==> src/rtl/dc_pwm.sv <==
// dc_pwm -- duty-cycle PWM generator, 8 slots per period.
//
// Takes a 3-bit duty code in eighths from the duty-control store stage and
// drives a registered, glitch-free PWM output. A new code is taken only at the
// period wrap. Rising duty is slew-limited to one step per period (soft-start).
// Falling duty is applied in a single step. The slot counter is exported as
// `phase` so that the store stage only updates while `phase == 0`.
//
// Parameters
//   PRESCALE      clk cycles per PWM slot (1..255)
// Ports
//   clk           rising-edge clock
//   rst           synchronous, active-high reset (overrides en)
//   en            enable; low holds every register at zero
//   dc_control    requested duty, 0..7 eighths
//   pwm_out       registered PWM output (never 100% high)
//   phase         current slot index, 0..7
//   duty_applied  duty currently in effect
//   period_start  one-clk pulse in the cycle phase first reads 0 after a wrap

module dc_pwm #(
    parameter int PRESCALE = 4
) (
    input  logic       clk,
    input  logic       rst,
    input  logic       en,
    input  logic [2:0] dc_control,
    output logic       pwm_out,
    output logic [2:0] phase,
    output logic [2:0] duty_applied,
    output logic       period_start
);

    // A one-cycle prescale still needs a 1-bit counter so the compare below stays legal.
    localparam int              PRE_W    = (PRESCALE > 1) ? $clog2(PRESCALE) : 1;
    localparam logic [PRE_W-1:0] PRE_LAST = PRE_W'(PRESCALE - 1);

    logic [PRE_W-1:0] pre_cnt;
    logic             tick;
    logic             wrap;
    logic [2:0]       duty_next;

    assign tick = en && (pre_cnt == PRE_LAST);
    assign wrap = tick && (phase == 3'd7);

    // Rising requests climb one code per period. Falling requests take effect at once.
    // The increment cannot overflow, because it only happens while dc_control > duty_applied.
    always_comb begin
        duty_next = duty_applied;
        if (wrap) begin
            if (dc_control > duty_applied) begin
                duty_next = duty_applied + 3'd1;
            end else if (dc_control < duty_applied) begin
                duty_next = dc_control;
            end
        end
    end

    // Idle (rst or !en) clears everything. Re-enabling therefore restarts at
    // slot 0 with a fresh ramp from duty 0. pwm_out is driven from the current
    // phase/duty registers, so it lags them by one clk.
    always_ff @(posedge clk) begin
        if (rst || !en) begin
            pre_cnt      <= '0;
            phase        <= 3'd0;
            duty_applied <= 3'd0;
            pwm_out      <= 1'b0;
            period_start <= 1'b0;
        end else begin
            pre_cnt      <= tick ? '0 : pre_cnt + PRE_W'(1);
            if (tick) begin
                phase <= phase + 3'd1;
            end
            duty_applied <= duty_next;
            pwm_out      <= (phase < duty_applied);
            period_start <= wrap;
        end
    end

endmodule

==> config.mk <==
export PLATFORM = sky130hd
export DESIGN_NAME = dc_pwm
export DESIGN_NICKNAME = d
export VERILOG_FILES = /design/src/rtl/dc_pwm.sv
export SDC_FILE = /design/constraint.sdc
export NUM_CORES = 1
export LEC_CHECK = 0
export ABC_AREA = 1
export CAP_MARGIN = 15
export CORE_MARGIN = 8
export CORE_UTILIZATION = 42
export CTS_CLUSTER_SIZE = 20
export DETAILED_ROUTE_END_ITERATION = 6
export GPL_ROUTABILITY_DRIVEN = 0
export PLACE_DENSITY = 0.72
export REMOVE_ABC_BUFFERS = 1
export SLEW_MARGIN = 20
export SYNTH_ARGS = -nofsm -noshare
export SYNTH_HDL_FRONTEND = slang
export SYNTH_SLANG_ARGS = --single-unit
==> constraint.sdc <==
create_clock -name clk -period 1.4 [get_ports clk]
set_clock_uncertainty 0.15 [all_clocks]
set_input_delay 0.14 -clock clk [delete_from_list [all_inputs] [get_ports clk]]
set_output_delay 0.14 -clock clk [all_outputs]
set_load 0.02 [all_outputs]
==> results.md <==
* Status: complete, but fails checks
* Failing checks: setup timing
* Syn Std Cell Area at ~600 um2
* Post-CTS Hold Buffers at 0
* Clock transition at path regs at 0.06 ns
* Yosys warnings at 0
* Critical-path top delay cell: dfxtp_2
* Global-route wire length before repair at 2.34 mm
* Reg2reg end: duty_applied[1]
* Yosys cell types at 18
* Post-synthesis register bit count at 10
* Period minus WS final at 1.49 ns
* Tot GR Track Use at 0.111
* Largest net degree at the start of global routing at 7
* Fmax achieved at 0.673 GHz
* Met3 wire length at 67 um
* Max-cap violation count at 0
* Fin crit share at 1.06
* R2R cell count at 8
* Synth top area cells: dfxtp_1 (34%), ha_1 (19%), nand2_1 (7.1%), nor2_1 (6.4%), inv_1 (5.2%)
* Row Count at 13
* P&R area growth vs syn at 60.9%
* Util after Layout at 0.721
* Relative slew slack at 0.842
* Hold path startpoint: dc_control[0]
* Number of CTS-inserted buffers at 3
* Number of synthesized flops with an enable pin at 0
* First-pass DRT Iterations at 4
* Die area at approximately 2800 um2
* Die height at 53.3 um
* Ys async rst share at 0
* Wire length on met1 at 626 um
* PortBufs at 13
* Ant diodes at 0
* RSZ-0062 raised after global routing: true
* Post-synth top area cell: dfxtp_1
* Clock sink count at 10
* CTS max path bufs at 2
* Static Leak at 0.476 nW
* Setup crit start: duty_applied[2]
* Fraction of layout cells with a size suffix above 1 at 0.363
* CP Capture Type: flop
* Hold path endpoint: duty_applied[0]
* Critical R2R Launch: duty_applied[2]
* Synth top area share at 0.343
* Core area at 1300 um2
* Synthesized netlist cell count at 73
* # IOs at 14
* Setup TNS at -0.209 ns
* CP Buf/Inv Count at 1
* Detailed Route Iter0 Violations at 16
* Critical path startpoint category: flop
* Top layer in use: met3
* Final #Nets at approximately 120
* Worst EP required at 1.40 ns
* Setup CP Type: reg -> reg
* Least-Margin Pin Slew at about 0.24 ns
* WL final at roughly 1.5 mm
* Pwr Total at 627 uW
* Avg Inst Size Synth at 7.99 um2
* DIE WIDTH at between 50 and 60 um
* Hold path cells at 5
* Drt wl/cell at 12.7 um
* Vias in the first global route at between 500 and 600
* Largest stage delay on the critical path at 0.33 ns
* Via/cell ratio at 4.84
* Most numerous cell in the Yosys netlist: nand2_1
* Drt drc at 0
* Clock Latency Late Sink at between 0.2 and 0.3 ns
* Clock root cell: clkbuf_4
* Reg2Reg Setup Slack at -0.09 ns
* Top cells by count, synth: nand2_1 (11), dfxtp_1 (10), nor2_1 (10), ha_1 (9), inv_1 (8)
* CP arrival at 1.49 ns
* Starting density of the core at 0.448
* Pwr dens at ~670 nW/um2
* H-tree level count at 1
* Cell Chain, Critical Path: inv_2, ha_4, a21oi_4, nand2_4, a21oi_4, nand2_1, nor2_1, nor2_1
* Routed wl met2 at 789 um
* DP HPWL at 1.10 mm
* Detail Route Antenna Nets at 0
* Vias at roughly 570
* # setup viols final at 3
* Max VDD drop at 656 uV
* Final hold viol count at 0
* Fin. max-slew vios at 0
* CP max FO at 4
* Grt total ovfl at 0
* Worst path top cell family by delay: flip-flops
* Worst setup margin at -0.0868 ns
* TritonCTS clock tree: done
* Antenna violations before repair at 0
* Most used DFF post-synth: dfxtp_1
* Hold crit path type: in -> reg
* Register area share after synthesis at 0.343
==> logic make-up (layout without fill, tap and decap cells) <==
family	count (synthesis)	after routing	share of synthesized area
adder cells (fa/ha/maj)	9	9	0.193
flip-flops	10	10	0.343
XOR/XNOR	1	1	0.0150
AO/OA/AOI/OAI	12	12	0.139
AND/OR/NAND/NOR	30	30	0.238
buffers and inverters	11	40	0.0708
==> registers in the layout (all words and copies together), names as in the netlist <==
signal	cells
phase	3
duty_applied	3
pwm_out	1
pre_cnt	2
period_start	1
==> area by class of cell <==
cell class / count / area [um2]
Tap cell: 15 / 18.8
Sequential cell: 10 / 203
Fill cell: 97 / 363
Inverter: 11 / 41.3
Multi-Input combinational cell: 52 / 427
Clock buffer: 4 / 36.3
Timing Repair Buffer: 25 / 213
==> stage by stage <==
| step | hold WS (ns) | std cells | setup WS [ns] | instance area [um2] |
|---|---|---|---|---|
| CTS | 0.288 | 116 | -0.0939 | 902 |
| detailed placement | 0.277 | 112 | -0.447 | 815 |
| global route | 0.178 | 117 | -0.165 | 938 |
| global placement | 0.266 | 112 | -0.397 | 815 |
| finish | 0.143 | 117 | -0.0868 | 938 |
| floorplan | 0.0624 | 73 | -0.305 | 583 |
==> cell usage in the layout, fill, tap and decap left out, types with 2 or more instances in the layout <==
cell,n
clkbuf_4,3
o21ai_1,5
a21oi_1,2
nand3_2,3
nand2_4,2
nand2_1,11
inv_1,6
dfxtp_1,8
buf_4,12
a21oi_4,2
inv_2,5
clkdlybuf4s50_1,3
ha_1,5
ha_4,4
dfxtp_2,2
dlygate4sd2_1,8
nor2_1,10
==> worst min-delay path, stage by stage <==
cell,delay (ns)
dlymetal6s2s_1,0.12
nand2_1,0.06
o21ai_1,0.07
nor2_1,0.05
nor2_1,0.08
==> layer usage <==
| layer | up-vias | GRT usage |
|---|---|---|
| li1 | 304 | - |
| met1 | 255 | 0.116 |
| met5 | - | 0 |
| met2 | 7 | 0.203 |
| met4 | 0 | 0.0126 |
| met3 | 0 | 0.0504 |
==> how the worst max path moves through the flow <==
| stage | cells past startpoint | to | slack (ns) |
|---|---|---|---|
| 2_1_floorplan | 8 | duty_applied[1] | -0.30 |
| 4_1_cts | 8 | duty_applied[1] | -0.09 |
| 6_report | 8 | duty_applied[1] | -0.09 |
| 5_1_grt | 9 | duty_applied[0] | -0.16 |
| 3_3_place_gp | 9 | duty_applied[1] | -0.40 |
| 3_5_place_dp | 9 | duty_applied[1] | -0.45 |
==> repair_timing <==
item,CTS,global route
gates cloned,0,0
gates resized for setup,21,4
pin swaps,8,6
endpoints found under the setup margin,12,5
setup buffers,0,1
==> report_power, final <==
group / total, mW / switching (mW) / internal, mW
clock: 0.252 / 0.0945 / 0.158
combinational: 0.0855 / 0.0438 / 0.0417
sequential: 0.289 / 0.00168 / 0.288
total: 0.627 / 0.140 / 0.487
(Power assumes the default switching activity.)
